**config.mk**
```make
export PLATFORM = sky130hd
export DESIGN_NAME = onehot_grant_decoder_flat
export DESIGN_NICKNAME = d
export VERILOG_FILES = /design/src/rtl/onehot_grant_decoder_if.sv /design/src/rtl/onehot_grant_decoder.sv /design/src/flat_wrapper.sv
export SDC_FILE = /design/constraint.sdc
export NUM_CORES = 1
export LEC_CHECK = 0
export ABC_AREA = 0
export BUFFER_PORTS_ARGS = -buffer_cell sky130_fd_sc_hd__clkbuf_2
export CAP_MARGIN = 5
export CORE_UTILIZATION = 45
export DETAILED_ROUTE_END_ITERATION = 8
export PLACE_DENSITY = 0.66
export RECOVER_POWER = 25
export SLEW_MARGIN = 0
export SYNTH_ARGS = -nofsm -noshare
export SYNTH_HDL_FRONTEND = slang
export SYNTH_SLANG_ARGS = --single-unit
```
**constraint.sdc**
```tcl
create_clock -name clk -period 1.9 [get_ports clk]
set_input_delay 0 -clock clk [delete_from_list [all_inputs] [get_ports clk]]
set_output_delay 0 -clock clk [all_outputs]
set_load 0.03 [all_outputs]
```
**src/rtl/onehot_grant_decoder_if.sv**
```systemverilog
// Grant-bus handshake between the priority encoder side and the grant decoder.
// The decoder takes the slave modport; the encoder/testbench side takes master.
interface onehot_grant_decoder_if #(
    parameter int WIDTH = 8,
    parameter int IDX_W = $clog2(WIDTH)
);
    logic             in_valid;
    logic             in_ready;
    logic [WIDTH-1:0] grant;
    logic             idle;
    logic             out_valid;
    logic             out_ready;
    logic [IDX_W-1:0] out_idx;
    logic             out_err;

    modport master (
        output in_valid, grant, idle, out_ready,
        input  in_ready, out_valid, out_idx, out_err
    );

    modport slave (
        input  in_valid, grant, idle, out_ready,
        output in_ready, out_valid, out_idx, out_err
    );
endinterface

```
**src/rtl/onehot_grant_decoder.sv**
```systemverilog
// One-hot grant to binary index decoder with a 2-entry result FIFO and
// illegal-beat tracking (sticky flag plus saturating counter).
module onehot_grant_decoder #(
    parameter int WIDTH = 8,
    parameter int IDX_W = $clog2(WIDTH)
) (
    input  logic       clk,
    input  logic       rst_n,
    onehot_grant_decoder_if.slave bus,
    input  logic       err_clr,
    output logic       err_sticky,
    output logic [7:0] err_count
);
    typedef struct packed {
        logic [IDX_W-1:0] idx;
        logic             err;
    } entry_t;

    entry_t [1:0]     mem;
    logic             wr_ptr, rd_ptr;
    logic [1:0]       count;
    logic [IDX_W:0]   ones;
    logic [IDX_W-1:0] hi_idx;
    logic             idle_beat, legal, accept, push, pop;

    // Bit count plus highest set position; for a legal beat they coincide.
    always_comb begin
        ones   = '0;
        hi_idx = '0;
        for (int i = 0; i < WIDTH; i++) begin
            if (bus.grant[i]) begin
                ones   = ones + (IDX_W+1)'(1);
                hi_idx = i[IDX_W-1:0];
            end
        end
    end

    assign idle_beat = bus.idle && (ones == '0);
    assign legal     = !bus.idle && (ones == (IDX_W+1)'(1));

    assign bus.in_ready  = (count != 2'd2);
    assign bus.out_valid = (count != 2'd0);
    assign bus.out_idx   = mem[rd_ptr].idx;
    assign bus.out_err   = mem[rd_ptr].err;

    assign accept = bus.in_valid && bus.in_ready;
    assign push   = accept && !idle_beat;
    assign pop    = bus.out_valid && bus.out_ready;

    always_ff @(posedge clk or negedge rst_n) begin
        if (!rst_n) begin
            mem        <= '0;
            wr_ptr     <= 1'b0;
            rd_ptr     <= 1'b0;
            count      <= 2'd0;
            err_sticky <= 1'b0;
            err_count  <= 8'd0;
        end else begin
            if (push) begin
                mem[wr_ptr] <= '{idx: hi_idx, err: !legal};
                wr_ptr      <= ~wr_ptr;
            end
            if (pop)
                rd_ptr <= ~rd_ptr;
            if (push && !pop)
                count <= count + 2'd1;
            else if (!push && pop)
                count <= count - 2'd1;
            // An illegal push outranks a same-cycle clear.
            if (push && !legal)
                err_sticky <= 1'b1;
            else if (err_clr)
                err_sticky <= 1'b0;
            if (push && !legal && err_count != 8'hFF)
                err_count <= err_count + 8'd1;
        end
    end
endmodule

```
**src/flat_wrapper.sv**
```systemverilog
// flat-port wrapper written by rule: the top's interface ports become plain ports
module onehot_grant_decoder_flat 
#(
    parameter int WIDTH = 8,
    parameter int IDX_W = $clog2(WIDTH)
)
  (clk, rst_n, err_clr, err_sticky, err_count, bus_in_valid, bus_grant, bus_idle, bus_out_ready, bus_in_ready, bus_out_valid, bus_out_idx, bus_out_err);
  onehot_grant_decoder_if #(.WIDTH(WIDTH), .IDX_W(IDX_W)) bus_i ();
  input  logic clk;
  input  logic rst_n;
  input  logic err_clr;
  output logic err_sticky;
  output logic [7:0] err_count;
  input wire logic [$bits(bus_i.in_valid)-1:0] bus_in_valid;
  input wire logic [$bits(bus_i.grant)-1:0] bus_grant;
  input wire logic [$bits(bus_i.idle)-1:0] bus_idle;
  input wire logic [$bits(bus_i.out_ready)-1:0] bus_out_ready;
  output wire logic [$bits(bus_i.in_ready)-1:0] bus_in_ready;
  output wire logic [$bits(bus_i.out_valid)-1:0] bus_out_valid;
  output wire logic [$bits(bus_i.out_idx)-1:0] bus_out_idx;
  output wire logic [$bits(bus_i.out_err)-1:0] bus_out_err;
  assign bus_i.in_valid = bus_in_valid;
  assign bus_i.grant = bus_grant;
  assign bus_i.idle = bus_idle;
  assign bus_i.out_ready = bus_out_ready;
  assign bus_in_ready = bus_i.in_ready;
  assign bus_out_valid = bus_i.out_valid;
  assign bus_out_idx = bus_i.out_idx;
  assign bus_out_err = bus_i.out_err;
  onehot_grant_decoder #(.WIDTH(WIDTH), .IDX_W(IDX_W)) u_core (.clk(clk), .rst_n(rst_n), .bus(bus_i), .err_clr(err_clr), .err_sticky(err_sticky), .err_count(err_count));
endmodule
```
Yosys cells after proc, flatten, opt, wreduce, memory -nomap -nowiden --
Index checks and enable logic that the tools add are counted.
Word-level totals: word-level logic and storage cells 70, flip-flop bits (word level) 21, input port bits 14, output and inout bits 15
Operators by class: reductions and logical operators 19, multiplexer cells 24, bitwise gates (word level) 2, add/sub/neg operators 10, order comparisons 3, equal/unequal tests 3
Operators by type and width (number):
- 4-bit 2-to-1 mux | 10
- 4-bit by 1-bit adder with 4-bit output (second input constant) | 6
- 3-bit 2-to-1 mux | 4
- 1-bit logical AND | 10
- 8-bit by 1-bit adder with 8-bit output (second input constant) | 1
- 8-bit bitwise mux | 1
- 2-bit 2-to-1 mux | 4
- 8-bit != test (second input constant) | 1
- 2-bit nonzero test | 3
- 1-bit logical NOT | 5
- 4-bit demux with 1-bit select | 1
- 4-bit by 1-bit == test with 1-bit output (second input constant) | 1
- 4-bit logical NOT | 1
- 1-bit by 2-bit less-than comparator with 1-bit output (second input constant) | 2
- 1-bit 2-to-1 mux | 4
- 1-bit by 1-bit adder with 2-bit output (second input constant) | 1
- 2-bit by 1-bit adder with 2-bit output (second input constant) | 1
- 2-bit != test (second input constant) | 1
- 1-bit inverter | 2
- 2-bit by 1-bit subtractor with 2-bit output (second input constant) | 1
- 1-bit greater-or-equal comparator (second input constant) | 1

Depth between registers and ports, before layout --
depth in word-level cells 23, mapped depth 22

Worst setup path before layout --
OpenSTA, ideal clock, no wires.
kind input-to-reg, start point input bus_grant[0], end point register u_core.count[1], arrival time 4298 ps, buffers on the path 0, library setup time 79 ps, path slack -2478 ps, required time 1821 ps, stages on the path 20, path through ha_1 or2_1 and2_1 ha_1 mux2_2 ha_1 mux2_2 ha_1 a32oi_2 nand2_1 ha_1 mux2_2 ha_1 nand2b_1 o32ai_1 o21ai_2 o21a_1 ha_1 nor2_1 xor2_1
Between the ends: word-level cells in the longest chain between the ends 22, elaborated cells on any way between the ends 24
Ends and longest elaborated chain:
- from (decl) | line flat_wrapper.sv:15 | input wire logic [$bits(bus_i.grant)-1:0] bus_grant;
- 1-bit 2-to-1 mux * | line onehot_grant_decoder.sv:31 | if (bus.grant[i]) begin
- 1-bit by 1-bit adder with 2-bit output | line onehot_grant_decoder.sv:32 | ones = ones + (IDX_W+1)'(1);
- 4-bit 2-to-1 mux * | line onehot_grant_decoder.sv:31
- 4-bit by 1-bit adder with 4-bit output | line onehot_grant_decoder.sv:32
- 4-bit 2-to-1 mux * | line onehot_grant_decoder.sv:31
- 4-bit by 1-bit adder with 4-bit output | line onehot_grant_decoder.sv:32
- 4-bit 2-to-1 mux * | line onehot_grant_decoder.sv:31
- 4-bit by 1-bit adder with 4-bit output | line onehot_grant_decoder.sv:32
- [... 7 more ...]
- 4-bit logical NOT * | line onehot_grant_decoder.sv:38 | assign idle_beat = bus.idle && (ones == '0);
- 1-bit logical AND * | line onehot_grant_decoder.sv:38
- 1-bit logical NOT * | line onehot_grant_decoder.sv:47 | assign push = accept && !idle_beat;
- 1-bit logical AND * | line onehot_grant_decoder.sv:47
- net u_core.push | line onehot_grant_decoder.sv:24 | logic idle_beat, legal, accept, push, pop;
- 1-bit logical NOT | line onehot_grant_decoder.sv:67 | else if (!push && pop)
- 1-bit logical AND | line onehot_grant_decoder.sv:67
- 2-bit nonzero test (no source line)
- to (signal assigned) | line onehot_grant_decoder.sv:66 | count <= count + 2'd1;
- to (signal assigned) | line onehot_grant_decoder.sv:68 | count <= count - 2'd1;
- to (decl) | line onehot_grant_decoder.sv:21 | logic [1:0] count;
The timed path passes the listed nets; every way through them passes the cells marked *. A chain may end at the register's enable or synchronous reset.

Worst setup path in the final report --
start point input bus_grant[1], end point register u_core.count[1]
Between the ends: word-level cells in the longest chain between the ends 20, elaborated cells on any way between the ends 22
Ends and longest elaborated chain (line):
- 4-bit 2-to-1 mux * | onehot_grant_decoder.sv:31
- 4-bit by 1-bit adder with 4-bit output | onehot_grant_decoder.sv:32
- 4-bit 2-to-1 mux * | onehot_grant_decoder.sv:31
- 4-bit by 1-bit adder with 4-bit output | onehot_grant_decoder.sv:32
- 4-bit 2-to-1 mux * | onehot_grant_decoder.sv:31
- 4-bit by 1-bit adder with 4-bit output | onehot_grant_decoder.sv:32
- 4-bit 2-to-1 mux * | onehot_grant_decoder.sv:31
- 4-bit by 1-bit adder with 4-bit output | onehot_grant_decoder.sv:32
- [... 5 more ...]
- 4-bit logical NOT * | onehot_grant_decoder.sv:38
- 1-bit logical AND * | onehot_grant_decoder.sv:38
- 1-bit logical NOT * | onehot_grant_decoder.sv:47
- 1-bit logical AND * | onehot_grant_decoder.sv:47
- net u_core.push | onehot_grant_decoder.sv:24
- 1-bit logical NOT | onehot_grant_decoder.sv:67
- 1-bit logical AND | onehot_grant_decoder.sv:67
- 2-bit nonzero test (no source line)
Marked as above.

==> flow_metrics.env <==
export IMPL_finalCritPeriodShare=2.06
export IMPL_hold_start="bus_out_ready"
export IMPL_placed_cell_area_mm2=0.00229
export IMPL_synth_seq_cells=21
export IMPL_setup_violations_final=20
export IMPL_final_cells=279
export IMPL_peakVddDrop_mv=0.969
export IMPL_power_mw=3.47
export IMPL_io_buffers=28
export IMPL_numCtsBuffers=3
export IMPL_final_util=0.747
export IMPL_yosysMostFrequentCell="dfrtp_1"
export IMPL_end_kind="flop"
export IMPL_final_nets=257
export IMPL_drive_above_1_share=0.584
export IMPL_final_area_mm2=0.00257
export IMPL_violations="setup timing"
export IMPL_dp_hpwl_um=2930
export IMPL_status="complete, but fails checks"
export IMPL_area_growth_pct=54.7
export IMPL_cts_max_path_buffers=2
export IMPL_synth_area_top_cells="dfrtp_1, ha_1, mux2_4, xnor2_1, mux2_2"
export IMPL_drt_wl_total_um=3960
export IMPL_worst_pin_slew_ns=1.17
export IMPL_internal_power_mw=2.01
export IMPL_yosys_area_top_type="dfrtp_1"
export IMPL_antenna_found_initial=0
export IMPL_path_max_fanout=3
export IMPL_combPwrFrac=0.675
export IMPL_crit_start="bus_grant[1]"
export IMPL_avgRoutedWirePerCell_um=14.2
export IMPL_grt_first_pass_wirelength_um=6690
export IMPL_die_h_um=62.8
export IMPL_critPathRequiredTime_ns=2.09
export IMPL_power_density_mw_per_mm2=1350
export IMPL_start_kind="primary input"
export IMPL_ys_types=49
export IMPL_postRouteAntennaNets=0
export IMPL_die_area_mm2=0.00394
export IMPL_place_ws_ns=-2.30
export IMPL_synth_edf_count=0
export IMPL_drv_slew=0
export IMPL_finalHoldViolations=0
export IMPL_whs_path_depth=3
export IMPL_clock_skew_ns=0.00202
export IMPL_hold_class="primary input to flop"
export IMPL_drcViolationCount=0
export IMPL_worstRegToRegCells=6
export IMPL_grt_max_degree=22
export IMPL_ys_async_sr_fraction=1.00
export IMPL_p_leak_nw=1.17
export IMPL_yosys_warnings=0
export IMPL_synthesis_area_mm2=0.00166
export IMPL_relSlewSlack=0.221
export IMPL_fmax_ghz=0.256
export IMPL_io_pins=29
export IMPL_syn_inst=155
export IMPL_coreArea_mm2=0.00344
export IMPL_path_class="primary input to flop"
export IMPL_yosysSeqAreaShare=0.316
export IMPL_rows=21
export IMPL_antenna_cells=0
export IMPL_gr_total_overflow=0
export IMPL_drt_vias_per_instance=5.18
export IMPL_root_buffer="clkbuf_8"
export IMPL_cp_arrival_ns=4.09
export IMPL_p_sw_mw=1.47
export IMPL_r2r_start="u_core.err_count[0]$_DFFE_PN0P_"
export IMPL_syn_nets=178
export IMPL_finalSetupTns_ns=-35.95
export IMPL_reg2reg_to="u_core.err_count[3]$_DFFE_PN0P_"
export IMPL_gp_congestion=0.749
export IMPL_vias=1444
export IMPL_rsz0062_at_grt="yes"
export IMPL_path_clk_slew_ns=0.08
export IMPL_initial_utilization=0.483
export IMPL_whs_endpoint="u_core.rd_ptr$_DFFE_PN0P_"
export IMPL_reg2reg_slack_ns=0.18
export IMPL_synth_top_area_frac=0.316
export IMPL_die_w_um=62.8
export IMPL_switching_share=0.423
export IMPL_clock_sinks=21
export IMPL_maxCapViolCount=0
export IMPL_p_clk_frac=0.085
export IMPL_setup_slack_ns=-2.01
export IMPL_synth_top_cells_by_count="dfrtp_1, nand2_1, xnor2_1"
export IMPL_insertion_delay_ns=0.26
export IMPL_drt_pre_antenna_iters=4
export IMPL_seqPwrFrac=0.240
export IMPL_first_global_vias=1545
export IMPL_avgSynthCellArea_um2=10.7
export IMPL_fin_crit_ns=3.91
export IMPL_dp_cells=265
export IMPL_drtIter0Drc=56
export IMPL_whs_ns=0.0542
export IMPL_cts_tree="built"
export IMPL_synthFlopType="dfrtp_1"
export IMPL_grtUsageTotal=0.211
export IMPL_htreeDepth=1
export IMPL_fillers=223
==> cell type report <==
type                    count  area [um2]  share of cell area
repair buffers             80         577               0.224
flip-flops and latches     21         526               0.204
clock buffers               3        41.3              0.0161
inverters                   6        22.5             0.00876
clock inverters             1        5.00             0.00195
multi-input cells         122        1340               0.522
well taps                  46        57.6              0.0224
==> registers in the layout, indices dropped and copies added, names as in the netlist <==
| name | count |
|---|---|
| u_core.count | 2 |
| u_core.err_count | 8 |
| u_core.err_sticky | 1 |
| u_core.mem | 8 |
| u_core.rd_ptr | 1 |
| u_core.wr_ptr | 1 |
==> kinds of logic after synthesis <==
logic type / synth area share
compound gates: 0.138
xor+xnor: 0.183
fa+ha+maj: 0.0678
buf+inv: 0.0301
flops: 0.316
mux: 0.111
simple gates: 0.154
==> routing by layer <==
metal,global-route usage,up-vias,share of wire,routed length [um]
li1,-,710,-,-
met1,0.265,706,0.46,1840
met2,0.378,26,0.50,1980
met3,0.0474,2,0.033,131
met4,0.0262,0,0.0025,10
met5,0,-,0,0
==> cell usage in the layout, fill, tap and decap left out, types with 2 or more instances in the layout <==
master	count
buf_4	44
buf_8	2
xnor2_2	6
clkbuf_8	3
xor2_1	4
a31oi_1	2
inv_1	6
dlygate4sd3_1	2
xor2_4	2
dfrtp_1	21
mux2_2	4
o211a_4	2
a211oi_1	2
a21oi_1	2
nand2_2	2
nor2_1	7
ha_4	8
and3_1	6
buf_6	6
clkbuf_2	25
xnor2_1	9
mux2_4	10
nand3_2	4
nor3_1	2
nand2_1	11
and2_1	2
nand3_1	3
==> power groups by stage <==
stage / clock, mW / combinational (mW) / sequential, mW
6_report: 0.297 / 2.35 / 0.832
5_1_grt: 0.322 / 2.51 / 0.861
4_1_cts: 0.306 / 2.17 / 0.821
3_5_place_dp: 0 / 2.03 / 0.828
3_3_place_gp: 0 / 1.98 / 0.809
2_1_floorplan: 0 / 1.29 / 0.925
==> timing repair <==
action | in CTS | in global routing
gates cloned | 0 | 0
setup endpoints to repair | 20 | 20
hold buffers | 2 | 0
pin swaps | 10 | 9
gates resized for setup | 10 | 17
hold endpoints to repair | 22 | 0
buffers inserted | 7 | 4
==> worst max-delay path by stage <==
stage,endpoint,cells past startpoint,slack (ns)
after floorplan,u_core.count[1]$_DFFE_PN0P_,21,-2.15
after global placement,u_core.count[1]$_DFFE_PN0P_,22,-2.23
after detailed placement,u_core.count[1]$_DFFE_PN0P_,22,-2.30
after CTS,u_core.count[1]$_DFFE_PN0P_,22,-1.96
after global routing,u_core.count[1]$_DFFE_PN0P_,22,-2.15
final,u_core.count[1]$_DFFE_PN0P_,22,-2.01
==> critical path, cell delays in order <==
cell and delay, ns:
buf_8 0.10, ha_4 0.14, or2_1 0.22, and2_4 0.15, ha_4 0.23, mux2_4 0.28, ha_4 0.22, mux2_4 0.27
ha_4 0.21, a32oi_2 0.21, nand2_2 0.12, ha_4 0.23, mux2_4 0.27, ha_4 0.21, nand2b_4 0.14, o32ai_4 0.14
o21ai_2 0.11, o21a_1 0.23, ha_4 0.16, xor2_1 0.13, nor2_1 0.15, xor2_1 0.17
(Power assumes the default switching activity.)
